===== src/rtl/ram_port_arb_if.sv =====
// Host-side and RAM-side signals of the shared RAM port arbiter.
// host_lock_i exists only when RAM_ARB_LOCK_EN is defined.
interface ram_port_arb_if #(
  parameter int unsigned NumHosts = 3
);
  logic [NumHosts-1:0]      host_req_i;
  logic [NumHosts-1:0]      host_gnt_o;
  logic [NumHosts-1:0]      host_we_i;
  logic [4*NumHosts-1:0]    host_be_i;
  logic [32*NumHosts-1:0]   host_addr_i;
  logic [32*NumHosts-1:0]   host_wdata_i;
  logic [NumHosts-1:0]      host_rvalid_o;
  logic [32*NumHosts-1:0]   host_rdata_o;
  logic [NumHosts-1:0]      host_err_o;
`ifdef RAM_ARB_LOCK_EN
  logic [NumHosts-1:0]      host_lock_i;
`endif
  logic                     ram_req_o;
  logic                     ram_we_o;
  logic [3:0]               ram_be_o;
  logic [31:0]              ram_addr_o;
  logic [31:0]              ram_wdata_o;
  logic                     ram_rvalid_i;
  logic [31:0]              ram_rdata_i;

  // Arbiter view.
  modport slave (
    input  host_req_i, host_we_i, host_be_i, host_addr_i, host_wdata_i,
`ifdef RAM_ARB_LOCK_EN
    input  host_lock_i,
`endif
    output host_gnt_o, host_rvalid_o, host_rdata_o, host_err_o,
    output ram_req_o, ram_we_o, ram_be_o, ram_addr_o, ram_wdata_o,
    input  ram_rvalid_i, ram_rdata_i
  );

  // Environment view: hosts plus the RAM.
  modport master (
    output host_req_i, host_we_i, host_be_i, host_addr_i, host_wdata_i,
`ifdef RAM_ARB_LOCK_EN
    output host_lock_i,
`endif
    input  host_gnt_o, host_rvalid_o, host_rdata_o, host_err_o,
    input  ram_req_o, ram_we_o, ram_be_o, ram_addr_o, ram_wdata_o,
    output ram_rvalid_i, ram_rdata_i
  );
endinterface


===== src/rtl/ram_port_arb.sv =====
// Round-robin arbiter sharing one 1-cycle-latency RAM port between NumHosts hosts.
// Optional bus locking is compiled in with `define RAM_ARB_LOCK_EN.
module ram_port_arb #(
  parameter int unsigned NumHosts = 3,
  parameter int unsigned Depth    = 128,
  parameter int unsigned LockMax  = 16
) (
  input  logic          clk_i,
  input  logic          rst_i,
  ram_port_arb_if.slave bus
);
  localparam int unsigned IdxW      = (NumHosts > 1) ? $clog2(NumHosts) : 1;
  localparam logic [31:0] AddrLimit = 32'(Depth * 4);

  if (NumHosts < 2 || NumHosts > 8 || LockMax < 1) begin : gen_bad_param
    $error("ram_port_arb: unsupported NumHosts/LockMax");
  end

  function automatic logic [IdxW-1:0] next_idx(input logic [IdxW-1:0] i);
    return (32'(i) == NumHosts - 1) ? '0 : i + 1'b1;
  endfunction

  logic [IdxW-1:0]     ptr_q;
  logic                resp_valid_q, resp_err_q, resp_we_q;
  logic [IdxW-1:0]     resp_owner_q;
  logic [NumHosts-1:0] eligible;
  logic                gnt_any;
  logic [IdxW-1:0]     gnt_idx, cand;
  logic                sel_we, sel_in_range, ram_req;
  logic [3:0]          sel_be;
  logic [31:0]         sel_addr, sel_wdata;

`ifdef RAM_ARB_LOCK_EN
  typedef enum logic {IDLE, LOCKED} lock_state_e;
  localparam int unsigned CntW = (LockMax > 1) ? $clog2(LockMax) : 1;

  lock_state_e     state_q;
  logic [IdxW-1:0] owner_q;
  logic [CntW-1:0] cnt_q;
  logic            lock_active;

  // The owner releasing its lock frees arbitration in that same cycle.
  assign lock_active = (state_q == LOCKED) && bus.host_lock_i[owner_q];

  always_comb begin
    eligible = bus.host_req_i;
    if (lock_active) begin
      for (int unsigned h = 0; h < NumHosts; h++) begin
        if (IdxW'(h) != owner_q) eligible[h] = 1'b0;
      end
    end
  end
`else
  assign eligible = bus.host_req_i;
`endif

  always_comb begin
    gnt_any = 1'b0;
    gnt_idx = '0;
    cand    = '0;
    for (int unsigned i = 0; i < NumHosts; i++) begin
      cand = IdxW'((32'(ptr_q) + i) % NumHosts);
      if (!gnt_any && eligible[cand]) begin
        gnt_any = 1'b1;
        gnt_idx = cand;
      end
    end
    if (rst_i) gnt_any = 1'b0;
  end

  always_comb begin
    bus.host_gnt_o = '0;
    sel_we    = 1'b0;
    sel_be    = '0;
    sel_addr  = '0;
    sel_wdata = '0;
    for (int unsigned h = 0; h < NumHosts; h++) begin
      if (gnt_any && gnt_idx == IdxW'(h)) begin
        bus.host_gnt_o[h] = 1'b1;
        sel_we    = bus.host_we_i[h];
        sel_be    = bus.host_be_i[4*h +: 4];
        sel_addr  = bus.host_addr_i[32*h +: 32];
        sel_wdata = bus.host_wdata_i[32*h +: 32];
      end
    end
  end

  assign sel_in_range = (sel_addr < AddrLimit);
  assign ram_req      = gnt_any && sel_in_range;

  always_comb begin
    bus.ram_req_o   = ram_req;
    bus.ram_we_o    = 1'b0;
    bus.ram_be_o    = '0;
    bus.ram_addr_o  = '0;
    bus.ram_wdata_o = '0;
    if (ram_req) begin
      bus.ram_we_o    = sel_we;
      bus.ram_be_o    = sel_be;
      bus.ram_addr_o  = sel_addr;
      bus.ram_wdata_o = sel_wdata;
    end
  end

  // Gating by rst_i suppresses the response to a grant issued just before reset.
  always_comb begin
    bus.host_rvalid_o = '0;
    bus.host_err_o    = '0;
    bus.host_rdata_o  = '0;
    if (resp_valid_q && !rst_i) begin
      for (int unsigned h = 0; h < NumHosts; h++) begin
        if (resp_owner_q == IdxW'(h)) begin
          bus.host_rvalid_o[h] = 1'b1;
          bus.host_err_o[h]    = resp_err_q;
          if (!resp_err_q && !resp_we_q) bus.host_rdata_o[32*h +: 32] = bus.ram_rdata_i;
        end
      end
    end
  end

  always_ff @(posedge clk_i) begin
    if (rst_i) begin
      ptr_q        <= '0;
      resp_valid_q <= 1'b0;
      resp_err_q   <= 1'b0;
      resp_we_q    <= 1'b0;
      resp_owner_q <= '0;
`ifdef RAM_ARB_LOCK_EN
      state_q      <= IDLE;
      owner_q      <= '0;
      cnt_q        <= '0;
`endif
    end else begin
      resp_valid_q <= gnt_any;
      if (gnt_any) begin
        resp_owner_q <= gnt_idx;
        resp_err_q   <= !sel_in_range;
        resp_we_q    <= sel_we;
      end
`ifdef RAM_ARB_LOCK_EN
      if (lock_active) begin
        // Forced unlock moves the pointer past the owner so it cannot relock at once.
        if (cnt_q == CntW'(LockMax - 1)) begin
          state_q <= IDLE;
          ptr_q   <= next_idx(owner_q);
        end else begin
          cnt_q <= cnt_q + 1'b1;
        end
      end else begin
        if (gnt_any) ptr_q <= next_idx(gnt_idx);
        if (gnt_any && bus.host_lock_i[gnt_idx]) begin
          state_q <= LOCKED;
          owner_q <= gnt_idx;
          cnt_q   <= '0;
        end else begin
          state_q <= IDLE;
        end
      end
`else
      if (gnt_any) ptr_q <= next_idx(gnt_idx);
`endif
    end
  end

  RamRvalidMatch: assert property (@(posedge clk_i) disable iff (rst_i)
    bus.ram_rvalid_i == (resp_valid_q & ~resp_err_q));

endmodule

===== src/flat_wrapper.sv =====
// flat-port wrapper written by rule: the top's interface ports become plain ports
module ram_port_arb_flat 
#(
  parameter int unsigned NumHosts = 3,
  parameter int unsigned Depth    = 128,
  parameter int unsigned LockMax  = 16
)
  (clk_i, rst_i, bus_host_req_i, bus_host_we_i, bus_host_be_i, bus_host_addr_i, bus_host_wdata_i, bus_host_gnt_o, bus_host_rvalid_o, bus_host_rdata_o, bus_host_err_o, bus_ram_req_o, bus_ram_we_o, bus_ram_be_o, bus_ram_addr_o, bus_ram_wdata_o, bus_ram_rvalid_i, bus_ram_rdata_i);
  ram_port_arb_if #(.NumHosts(NumHosts)) bus_i ();
  input  logic clk_i;
  input  logic rst_i;
  input wire logic [$bits(bus_i.host_req_i)-1:0] bus_host_req_i;
  input wire logic [$bits(bus_i.host_we_i)-1:0] bus_host_we_i;
  input wire logic [$bits(bus_i.host_be_i)-1:0] bus_host_be_i;
  input wire logic [$bits(bus_i.host_addr_i)-1:0] bus_host_addr_i;
  input wire logic [$bits(bus_i.host_wdata_i)-1:0] bus_host_wdata_i;
  output wire logic [$bits(bus_i.host_gnt_o)-1:0] bus_host_gnt_o;
  output wire logic [$bits(bus_i.host_rvalid_o)-1:0] bus_host_rvalid_o;
  output wire logic [$bits(bus_i.host_rdata_o)-1:0] bus_host_rdata_o;
  output wire logic [$bits(bus_i.host_err_o)-1:0] bus_host_err_o;
  output wire logic [$bits(bus_i.ram_req_o)-1:0] bus_ram_req_o;
  output wire logic [$bits(bus_i.ram_we_o)-1:0] bus_ram_we_o;
  output wire logic [$bits(bus_i.ram_be_o)-1:0] bus_ram_be_o;
  output wire logic [$bits(bus_i.ram_addr_o)-1:0] bus_ram_addr_o;
  output wire logic [$bits(bus_i.ram_wdata_o)-1:0] bus_ram_wdata_o;
  input wire logic [$bits(bus_i.ram_rvalid_i)-1:0] bus_ram_rvalid_i;
  input wire logic [$bits(bus_i.ram_rdata_i)-1:0] bus_ram_rdata_i;
  assign bus_i.host_req_i = bus_host_req_i;
  assign bus_i.host_we_i = bus_host_we_i;
  assign bus_i.host_be_i = bus_host_be_i;
  assign bus_i.host_addr_i = bus_host_addr_i;
  assign bus_i.host_wdata_i = bus_host_wdata_i;
  assign bus_host_gnt_o = bus_i.host_gnt_o;
  assign bus_host_rvalid_o = bus_i.host_rvalid_o;
  assign bus_host_rdata_o = bus_i.host_rdata_o;
  assign bus_host_err_o = bus_i.host_err_o;
  assign bus_ram_req_o = bus_i.ram_req_o;
  assign bus_ram_we_o = bus_i.ram_we_o;
  assign bus_ram_be_o = bus_i.ram_be_o;
  assign bus_ram_addr_o = bus_i.ram_addr_o;
  assign bus_ram_wdata_o = bus_i.ram_wdata_o;
  assign bus_i.ram_rvalid_i = bus_ram_rvalid_i;
  assign bus_i.ram_rdata_i = bus_ram_rdata_i;
  ram_port_arb #(.NumHosts(NumHosts), .Depth(Depth), .LockMax(LockMax)) u_core (.clk_i(clk_i), .rst_i(rst_i), .bus(bus_i));
endmodule

===== config.mk =====
export PLATFORM = sky130hd
export DESIGN_NAME = ram_port_arb_flat
export DESIGN_NICKNAME = d
export VERILOG_FILES = /design/src/rtl/ram_port_arb_if.sv /design/src/rtl/ram_port_arb.sv /design/src/flat_wrapper.sv
export SDC_FILE = /design/constraint.sdc
export NUM_CORES = 1
export LEC_CHECK = 0
export BUFFER_PORTS_ARGS = -buffer_cell sky130_fd_sc_hd__clkbuf_2
export CAP_MARGIN = 20
export CORE_AREA = 2 2 165 167
export CTS_CLUSTER_DIAMETER = 60
export DETAILED_ROUTE_END_ITERATION = 8
export DIE_AREA = 0 0 167 169
export GPL_ROUTABILITY_DRIVEN = 0
export GPL_TIMING_DRIVEN = 0
export PLACE_DENSITY = 0.41
export SETUP_SLACK_MARGIN = 0.5
export SYNTH_ARGS = -nofsm -noshare
export SYNTH_HDL_FRONTEND = slang
export SYNTH_SLANG_ARGS = --single-unit
export TNS_END_PERCENT = 50

===== constraint.sdc =====
create_clock -name clk_i -period 6.15 [get_ports clk_i]
set_input_delay 1.5375 -clock clk_i [delete_from_list [all_inputs] [get_ports clk_i]]
set_output_delay 1.5375 -clock clk_i [all_outputs]
set_load 0.03 [all_outputs]

# Yosys cells after proc, flatten, opt, wreduce, memory -nomap -nowiden

Index checks and enable logic that the tools add are counted.

Register bits after elaboration: 7
Bits of input ports: 245
Logic and storage cells: 81

Equal/unequal tests: 4
Multiplexer cells: 46
Div/mod/pow operators: 3
Add/sub/neg operators: 3
Reductions and logical operators: 16
Magnitude comparators: 4

Operators with widths:

| cell                    | count |
|---|---|
| $mux W32                | 12 |
| $mux W96                | 1 |
| $mod A32 B2 Y32 const B | 2 |
| $lt A32 B10 Y1 const B  | 1 |
| $mod A2 B2 Y32 const B  | 1 |
| $mux W1                 | 20 |
| $mux W4                 | 4 |
| $lt A2 B3 Y1 const B    | 3 |
| $logic_and A1 B1 Y1     | 8 |
| $mux W2                 | 4 |
| $bmux W1 S2             | 3 |
| $logic_not A1 Y1        | 6 |
| $mux W3                 | 2 |
| $eq A2 B1 Y1 const B    | 2 |
| $eq A2 B2 Y1 const B    | 2 |
| $logic_not A2 Y1        | 2 |
| $add A2 B1 Y3 const B   | 1 |
| $add A2 B2 Y3 const B   | 1 |
| $add A2 B1 Y2 const B   | 1 |

# Logic depth before layout (Yosys ltp)

Gate-level depths: netlist of the first run.

Depth after elaboration: 18
Gate-level depth with buffers: 16

# Least setup slack after synthesis of the first run

OpenSTA, ideal clock, no wires.

Kind: input to output
Start: in bus_host_req_i[0]
End: out bus_ram_addr_o[1]
Data required time: 4612 ps
Path buffers: 1
Stages on the path: 10
Slack: 93 ps
Arrival time: 4520 ps
Path through: nor2b_1 -> a211o_1 -> a2111oi_4 -> nor2_2 -> a22o_1 -> nor4_1 -> a31oi_1 -> or4b_4 -> buf_2 -> a211oi_1

Longest elaborated chain between the ends: 17
Elaborated cells between the ends (all ways): 29
Those cells by class: 1 x order compare; 2 x eq/ne; 17 x mux; 9 x reduce/logical

Ends and longest elaborated chain:

| what                                               | RTL line                               | source |
|---|---|---|
| start, declared                                    | flat_wrapper.sv:12                     | `input wire logic [$bits(bus_i.host_req_i)-1:0] bus_host_req_i;` |
| $bmux W1 S2                                        | ram_port_arb.sv:63                     | `if (!gnt_any && eligible[cand]) begin` |
| $mux W1 (implied by the code)                      | ram_port_arb.sv:63                     |  |
| $mux W1                                            | ram_port_arb.sv:63                     |  |
| $logic_not A1 Y1                                   | ram_port_arb.sv:63                     |  |
| $logic_and A1 B1 Y1                                | ram_port_arb.sv:63                     |  |
| $mux W1                                            | ram_port_arb.sv:63                     |  |
| $logic_not A1 Y1                                   | ram_port_arb.sv:63                     |  |
| $logic_and A1 B1 Y1                                | ram_port_arb.sv:63                     |  |
| $mux W1 / $mux W2 (equally long branches)          | ram_port_arb.sv:63                     |  |
| $mux W1 / $logic_not A2 Y1 (equally long branches) | ram_port_arb.sv:68, ram_port_arb.sv:78 |  |
| $logic_and A1 B1 Y1                                | ram_port_arb.sv:78                     | `if (gnt_any && gnt_idx == IdxW'(h)) begin` |
| $mux W32 (3 in series)                             | ram_port_arb.sv:78                     |  |
| $lt A32 B10 Y1                                     | ram_port_arb.sv:88                     | `assign sel_in_range = (sel_addr < AddrLimit);` |
| $logic_and A1 B1 Y1                                | ram_port_arb.sv:89                     | `assign ram_req = gnt_any && sel_in_range;` |
| $mux W32 *                                         | ram_port_arb.sv:97                     | `if (ram_req) begin` |
| end, declared                                      | flat_wrapper.sv:24                     | `output wire logic [$bits(bus_i.ram_addr_o)-1:0] bus_ram_addr_o;` |

Mark *: on every way between the ends. The rest lies on a longest branch, timed or not. The select of a mux whose other input is x is not followed.

# Worst setup path in the final report of the first run

Start: in bus_host_req_i[0]
End: out bus_ram_wdata_o[27]

Longest elaborated chain between the ends: 17
Elaborated cells between the ends (all ways): 32
Those cells by class: 1 x order compare; 2 x eq/ne; 20 x mux; 9 x reduce/logical

Ends and longest elaborated chain:

| what                                               | RTL line                               | source |
|---|---|---|
| $bmux W1 S2                                        | ram_port_arb.sv:63                     |  |
| $mux W1 (implied by the code)                      | ram_port_arb.sv:63                     |  |
| $mux W1                                            | ram_port_arb.sv:63                     |  |
| $logic_not A1 Y1                                   | ram_port_arb.sv:63                     |  |
| $logic_and A1 B1 Y1                                | ram_port_arb.sv:63                     |  |
| $mux W1                                            | ram_port_arb.sv:63                     |  |
| $logic_not A1 Y1                                   | ram_port_arb.sv:63                     |  |
| $logic_and A1 B1 Y1                                | ram_port_arb.sv:63                     |  |
| $mux W1 / $mux W2 (equally long branches)          | ram_port_arb.sv:63                     |  |
| $mux W1 / $logic_not A2 Y1 (equally long branches) | ram_port_arb.sv:68, ram_port_arb.sv:78 |  |
| $logic_and A1 B1 Y1                                | ram_port_arb.sv:78                     |  |
| $mux W32 (3 in series)                             | ram_port_arb.sv:78                     |  |
| $lt A32 B10 Y1                                     | ram_port_arb.sv:88                     |  |
| $logic_and A1 B1 Y1                                | ram_port_arb.sv:89                     |  |
| $mux W32 *                                         | ram_port_arb.sv:97                     |  |
| end, declared                                      | flat_wrapper.sv:25                     | `output wire logic [$bits(bus_i.ram_wdata_o)-1:0] bus_ram_wdata_o;` |

Marked as above.

==> impl_metrics.toml, run 1 <==
[placement]
hpwl_um = 18800
place_inst = 1290
dpl_cell_area_um2 = 5870
portBuffers = 394

[power_and_ir_drop]
totalPowerFinal_uw = 763
leakagePower_nw = 3.06
p_per_area_nw_per_um2 = 115
peakVddDrop_mv = 0.0602

[final_layout]
multi_input_area_um2 = 3100
area_growth_pct = 124
nets = 1218
nFillCells = 3031
final_core_util = 0.250
final_area_um2 = 6630
antenna_cells = 0
drive_above_1_share = 0.551
seqCellArea_um2 = 140
finalNonFillerCells = 1309

[timing]
whs_ps = 491
max_freq_ghz = 0.163
finalSetupViolations = 0
rsz0062_at_grt = "yes"
drv_slew = 0
fin_skew_ps = 0.342
fin_crit_ps = 6150
worst_slew_pin_slew_ps = 881
timing.final.crit_share = 1.00
finalHoldViolations = 0
max-slew-margin-rel = 0.412

[die]
ios = 420
die_area_um2 = 28200
die_w_um = 167
die-height_um = 169
start_util = 0.112
core-area_um2 = 26500
row_count = 60

[clock_tree]
clockRootBuffer = "clkbuf_16"
numClockSinks = 7
h-tree-depth = 1
clockBufferDepth = 2
path_clk_slew_ps = 40
cts_buffers = 3
cts_tree = "done"
clk_latency_ps = 230
hold_buffers = 0

[logic_synthesis]
avgSynthCellArea_um2 = 5.54
seq_area_frac_synth = 0.0474
yosys_warnings = 0
yosysTopAreaCell = "nor2_1"
synth_area_um2 = 2960
ys_async_sr_fraction = 0
synth-seq-cells = 7
yosysUniqueCellTypes = 52
synth-main-ff-cell = "dfxtp_1"
synth_most_common_cell = "nor2_1"
synth_area_leaders = "nor2_1 (21%), nand2_1 (11%), o21ai_0 (8.8%), a211oi_2 (8.0%), a211oi_1 (7.1%)"
synth_common_cells = "nor2_1 (164), nand2_1 (86), o21ai_0 (52)"
synth_top_area_frac = 0.208
synth-edff-count = 0
syn_inst = 533

[worst_setup_path]
path_class = "input pin to output port"
reg2reg_to = "u_core.resp_err_q$_SDFFE_PP0P_"
r2r_slack_ps = 2310
rr_startpoint = "u_core.ptr_q[0]$_SDFFE_PP0P_"
end_kind = "output port"
crit_required_ps = 4610
reg2reg_depth = 15
worst-endpoint-arrival_ps = 4610
start_kind = "input pin"
worstPathMaxFanout = 6

[worst_hold_path]
hold_path_startpoint = "u_core.resp_owner_q[0]$_SDFFE_PP0P_"
holdPathStages = 2
min_to = "u_core.resp_owner_q[0]$_SDFFE_PP0P_"
hold_path_class = "flop to flop"

[drt]
wl_per_cell_um = 16.9
drt_iter0_markers = 145
via_count = 5320
wirelength_um = 22200
vias_per_cell = 4.06
wl_met1_um = 8530
wl_met2_um = 11600
first_pass_iters = 4
top_layer = "met5"
wl_met3_um = 1810
drc = 0
final_antenna_net_count = 0

[global_route]
grt_max_degree = 11
grt_pass1_vias = 5437
grt_pass1_wl_um = 32200
grt.total_usage = 0.146
overflow = 0
grt_antenna_before_repair = 3

[job]
maxCapViolCount = 0

[outcome]
status = "complete, no violations"
report_power, final:
part / total (mW) / switching (mW) / internal, mW
logic: 0.594 / 0.375 / 0.219
clock network: 0.113 / 0.0267 / 0.0864
registers: 0.0557 / 0.00407 / 0.0517
total: 0.763 / 0.406 / 0.357
cell families (layout without fill, tap and decap cells):
group                      Yosys count  count (layout)  share of synthesized area
and+or+nand+nor                    286             286                      0.398
AOI/OAI and AO/OA                  151             151                      0.380
buffers and inverters               81             494                      0.145
DFF                                  7               7                     0.0474
adders and majority gates            4               4                     0.0169
muxes                                3               3                     0.0106
other                                1              23                    0.00127
metrics by stage:
| step | worst slack, ps | TNS (ps) |
|---|---|---|
| finish | 0.395 | 0 |
| global route | -105 | -2000 |
| CTS | -105 | -1430 |
| detailed placement | -552 | -19150 |
| global placement | -641 | -23240 |
| floorplan | 395 | 0 |
state kept, by name (all words and copies together), names as in the netlist:
signal,cells
u_core.ptr_q,2
u_core.resp_err_q,1
u_core.resp_owner_q,2
u_core.resp_valid_q,1
u_core.resp_we_q,1
layout by cell type, fill, tap and decap left out, drive strengths merged, types with 5 or more instances in the layout:
master and count:
a211oi 47, nand2 86, a22oi 6, buf 51
inv 13, and2 5, o2bb2ai 6, a22o 5
a21oi 10, conb 23, o21a 5, o21ai 52
nor3 5, dfxtp 7, clkbuf 429, nor2 165
critical path: stages:
cell,delay [ps]
buf_8,100
buf_6,110
mux2i_1,130
nor2_1,60
or4_4,580
nand2_4,110
buf_8,120
buf_6,130
o2bb2ai_1,90
a22oi_2,150
nand4_1,120
or4b_4,590
buf_12,180
buf_16,150
a211oi_4,230
clkbuf_8,220
area by class of cell:
class / instances / area share
Multi-Input combinational cell: 467 / 0.468
Timing Repair Buffer: 409 / 0.360
Inverter: 13 / 0.00736
Sequential cell: 7 / 0.0211
Buffer: 68 / 0.0674
Clock buffer: 4 / 0.0119
Tap cell: 341 / 0.0644
worst max-delay path by stage:
| stage | from | to | slack, ps | depth (start not counted) |
|---|---|---|---|---|
| 6_report | bus_host_req_i[0] | bus_ram_wdata_o[27] | 0.4 | 16 |
| 3_3_place_gp | bus_host_req_i[1] | bus_ram_wdata_o[13] | -640 | 12 |
| 4_1_cts | bus_host_req_i[0] | bus_ram_wdata_o[27] | -100 | 13 |
| 2_1_floorplan | bus_host_req_i[0] | bus_ram_wdata_o[12] | 390 | 11 |
| 3_5_place_dp | bus_host_req_i[1] | bus_ram_wdata_o[13] | -550 | 12 |
| 5_1_grt | bus_host_req_i[0] | bus_ram_wdata_o[27] | -100 | 15 |
routing by layer:
layer,vias up,GRT usage
met3,18,0.0337
met1,2375,0.166
met5,-,0
li1,2617,-
met4,2,0.0214
met2,308,0.283
timing repair:
item / in CTS / in global routing
endpoints found under the setup margin: 47 / 47
gates cloned: 1 / 0
pin swaps: 13 / 21
resized for setup: 76 / 61
setup buffers: 10 / 4
Power figures use the tool's default switching activity.
==> run 2, diff against run 1 <==
==> constraint.sdc (replaced) <==
create_clock -name clk_i -period 6.4 [get_ports clk_i]
set_input_delay 1.6 -clock clk_i [delete_from_list [all_inputs] [get_ports clk_i]]
set_output_delay 1.6 -clock clk_i [all_outputs]
set_load 0.03 [all_outputs]
==> run 2 against run 1 <==
Effect of this change: total power is 11% lower; combinational power is 12% lower; die area stayed put; utilization is 1.2 points lower; via count is 1.6% higher; first-iteration DRC count is 17% higher; clock skew is 0.82 ps higher; register-to-register slack better by 300 ps.
==> impl_metrics.toml, run 2 (synthesis results as in run 1) <==
[placement]
hpwl_um = 17600
dpl_worst_slack_ps = -327
dpl_cell_area_um2 = 5450
portBuffers = 394
place_inst = 1290

[worst_setup_path]
crit_chain = "clkbuf_2, inv_2, a21oi_4, or4_4, nand2_1, buf_6, o22ai_1, a211oi_1, nand4_1, or4b_4, buf_12, buf_12, a211oi_4, clkbuf_8"
worst_path_largest_cell_delay_ps = 610
r2r_slack_ps = 2610
cp_common_cell = "buf_12"
crit_required_ps = 4800
crit_family = "simple AND/OR/NAND/NOR gates"
end_kind = "output port"
crit_buf_inv = 6
path_class = "input pin to output port"
worst-endpoint-arrival_ps = 4610
worstPathMaxFanout = 10
start_kind = "input pin"
cpMaxStageDelayCell = "or4b_4"

[timing]
fin_crit_ps = 6210
finalSetupViolations = 0
fin_skew_ps = 1.16
layout_setup_ws_ps = 190
rsz0062_at_grt = "yes"
timing.final.crit_share = 0.970
max_freq_ghz = 0.161
whs_ps = 485
max-slew-margin-rel = 0.486
worst_slew_pin_slew_ps = 771
drv_slew = 0
tns_ps = 0
finalHoldViolations = 0

[global_route]
grt_pass1_vias = 5330
overflow = 0
grt_antenna_before_repair = 5
grt_pass1_wl_um = 30100
grt_max_degree = 11
grt.total_usage = 0.135

[worst_hold_path]
hold_path_class = "flop to flop"

[power_and_ir_drop]
leakagePower_nw = 3.05
p_per_area_nw_per_um2 = 108
peakVddDrop_mv = 0.0819
totalPowerFinal_uw = 680

[final_layout]
nFillCells = 3048
layout_commonest_cell = "clkbuf_2"
nets = 1217
finalNonFillerCells = 1309
area_growth_pct = 114
final_core_util = 0.238
reg_top3 = "u_core.ptr_q x2, u_core.resp_owner_q x2"
layout_common_cells = "clkbuf_2 (358), nor2_1 (164), nand2_1 (86)"
final_area_um2 = 6320
drive_above_1_share = 0.527

[drt]
vias_per_cell = 4.13
via_count = 5403
final_antenna_net_count = 0
wl_per_cell_um = 16.1
first_pass_iters = 5
wirelength_um = 21000
drt_iter0_markers = 170
drc = 0

[die]
core-area_um2 = 26500
start_util = 0.112
die-height_um = 169
row_count = 60
die_w_um = 167
ios = 420
die_area_um2 = 28200

[clock_tree]
clockBufferDepth = 2
clk_latency_ps = 230
h-tree-depth = 1
cts_tree = "done"
clockRootBuffer = "clkbuf_16"
path_clk_slew_ps = 40
cts_buffers = 3
numClockSinks = 7
hold_buffers = 0

[outcome]
status = "complete, no violations"

[job]
maxCapViolCount = 0
## run 2: power breakdown
part | switching [mW] | leakage, nW | total, mW | internal [mW]
combinational | 0.333 | 2.96 | 0.522 | 0.189
clock | 0.0222 | 0.0382 | 0.105 | 0.0828
sequential | 0.00390 | 0.0580 | 0.0536 | 0.0497
total | 0.359 | 3.05 | 0.680 | 0.321
## run 2: final timing paths
check	endpoint	cells after the start	start
worst min-delay path	u_core.resp_owner_q[0]$_SDFFE_PP0P_	2	u_core.resp_owner_q[0]$_SDFFE_PP0P_
worst max-delay path	bus_ram_wdata_o[28]	14	bus_host_req_i[2]
worst min register to register	u_core.resp_owner_q[0]$_SDFFE_PP0P_	2	u_core.resp_owner_q[0]$_SDFFE_PP0P_
worst max register to register	u_core.resp_err_q$_SDFFE_PP0P_	15	u_core.ptr_q[0]$_SDFFE_PP0P_
## run 2: layout make-up
type	count	area [um2]	area share
Buffer	68	455	0.0721
Antenna cell	1	2.50	0.000396
Inverter	13	48.8	0.00772
Sequential cell	7	140	0.0222
Clock buffer	4	78.8	0.0125
Multi-Input combinational cell	467	2770	0.438
Tap cell	341	427	0.0675
Timing Repair Buffer	408	2400	0.380
## run 2: repair_timing
item / 4_1_cts / 5_1_grt
setup buffers: 10 / 1
endpoints found under the setup margin: 47 / 47
gates cloned: 1 / 2
pin swaps: 10 / 5
gates resized for setup: 103 / 54
## run 2: worst reg2reg max path: stages, from the launching register on
cell and delay (ps):
dfxtp_1 370, inv_1 80, ha_1 300, buf_6 140
nor2b_1 160, o21a_4 230, or4_4 560, nand2_1 160
buf_6 170, o22ai_1 110, a211oi_1 220, nand4_1 130
or4b_4 610, buf_12 180, buf_4 160, and2_1 130
## run 2: metal layers
layer / vias up / global-route usage / wire length (um)
li1: 2634 / - / -
met1: 2412 / 0.147 / 8040
met2: 325 / 0.259 / 10700
met3: 28 / 0.0283 / 1680
met4: 4 / 0.0412 / 565
met5: - / 0 / 32
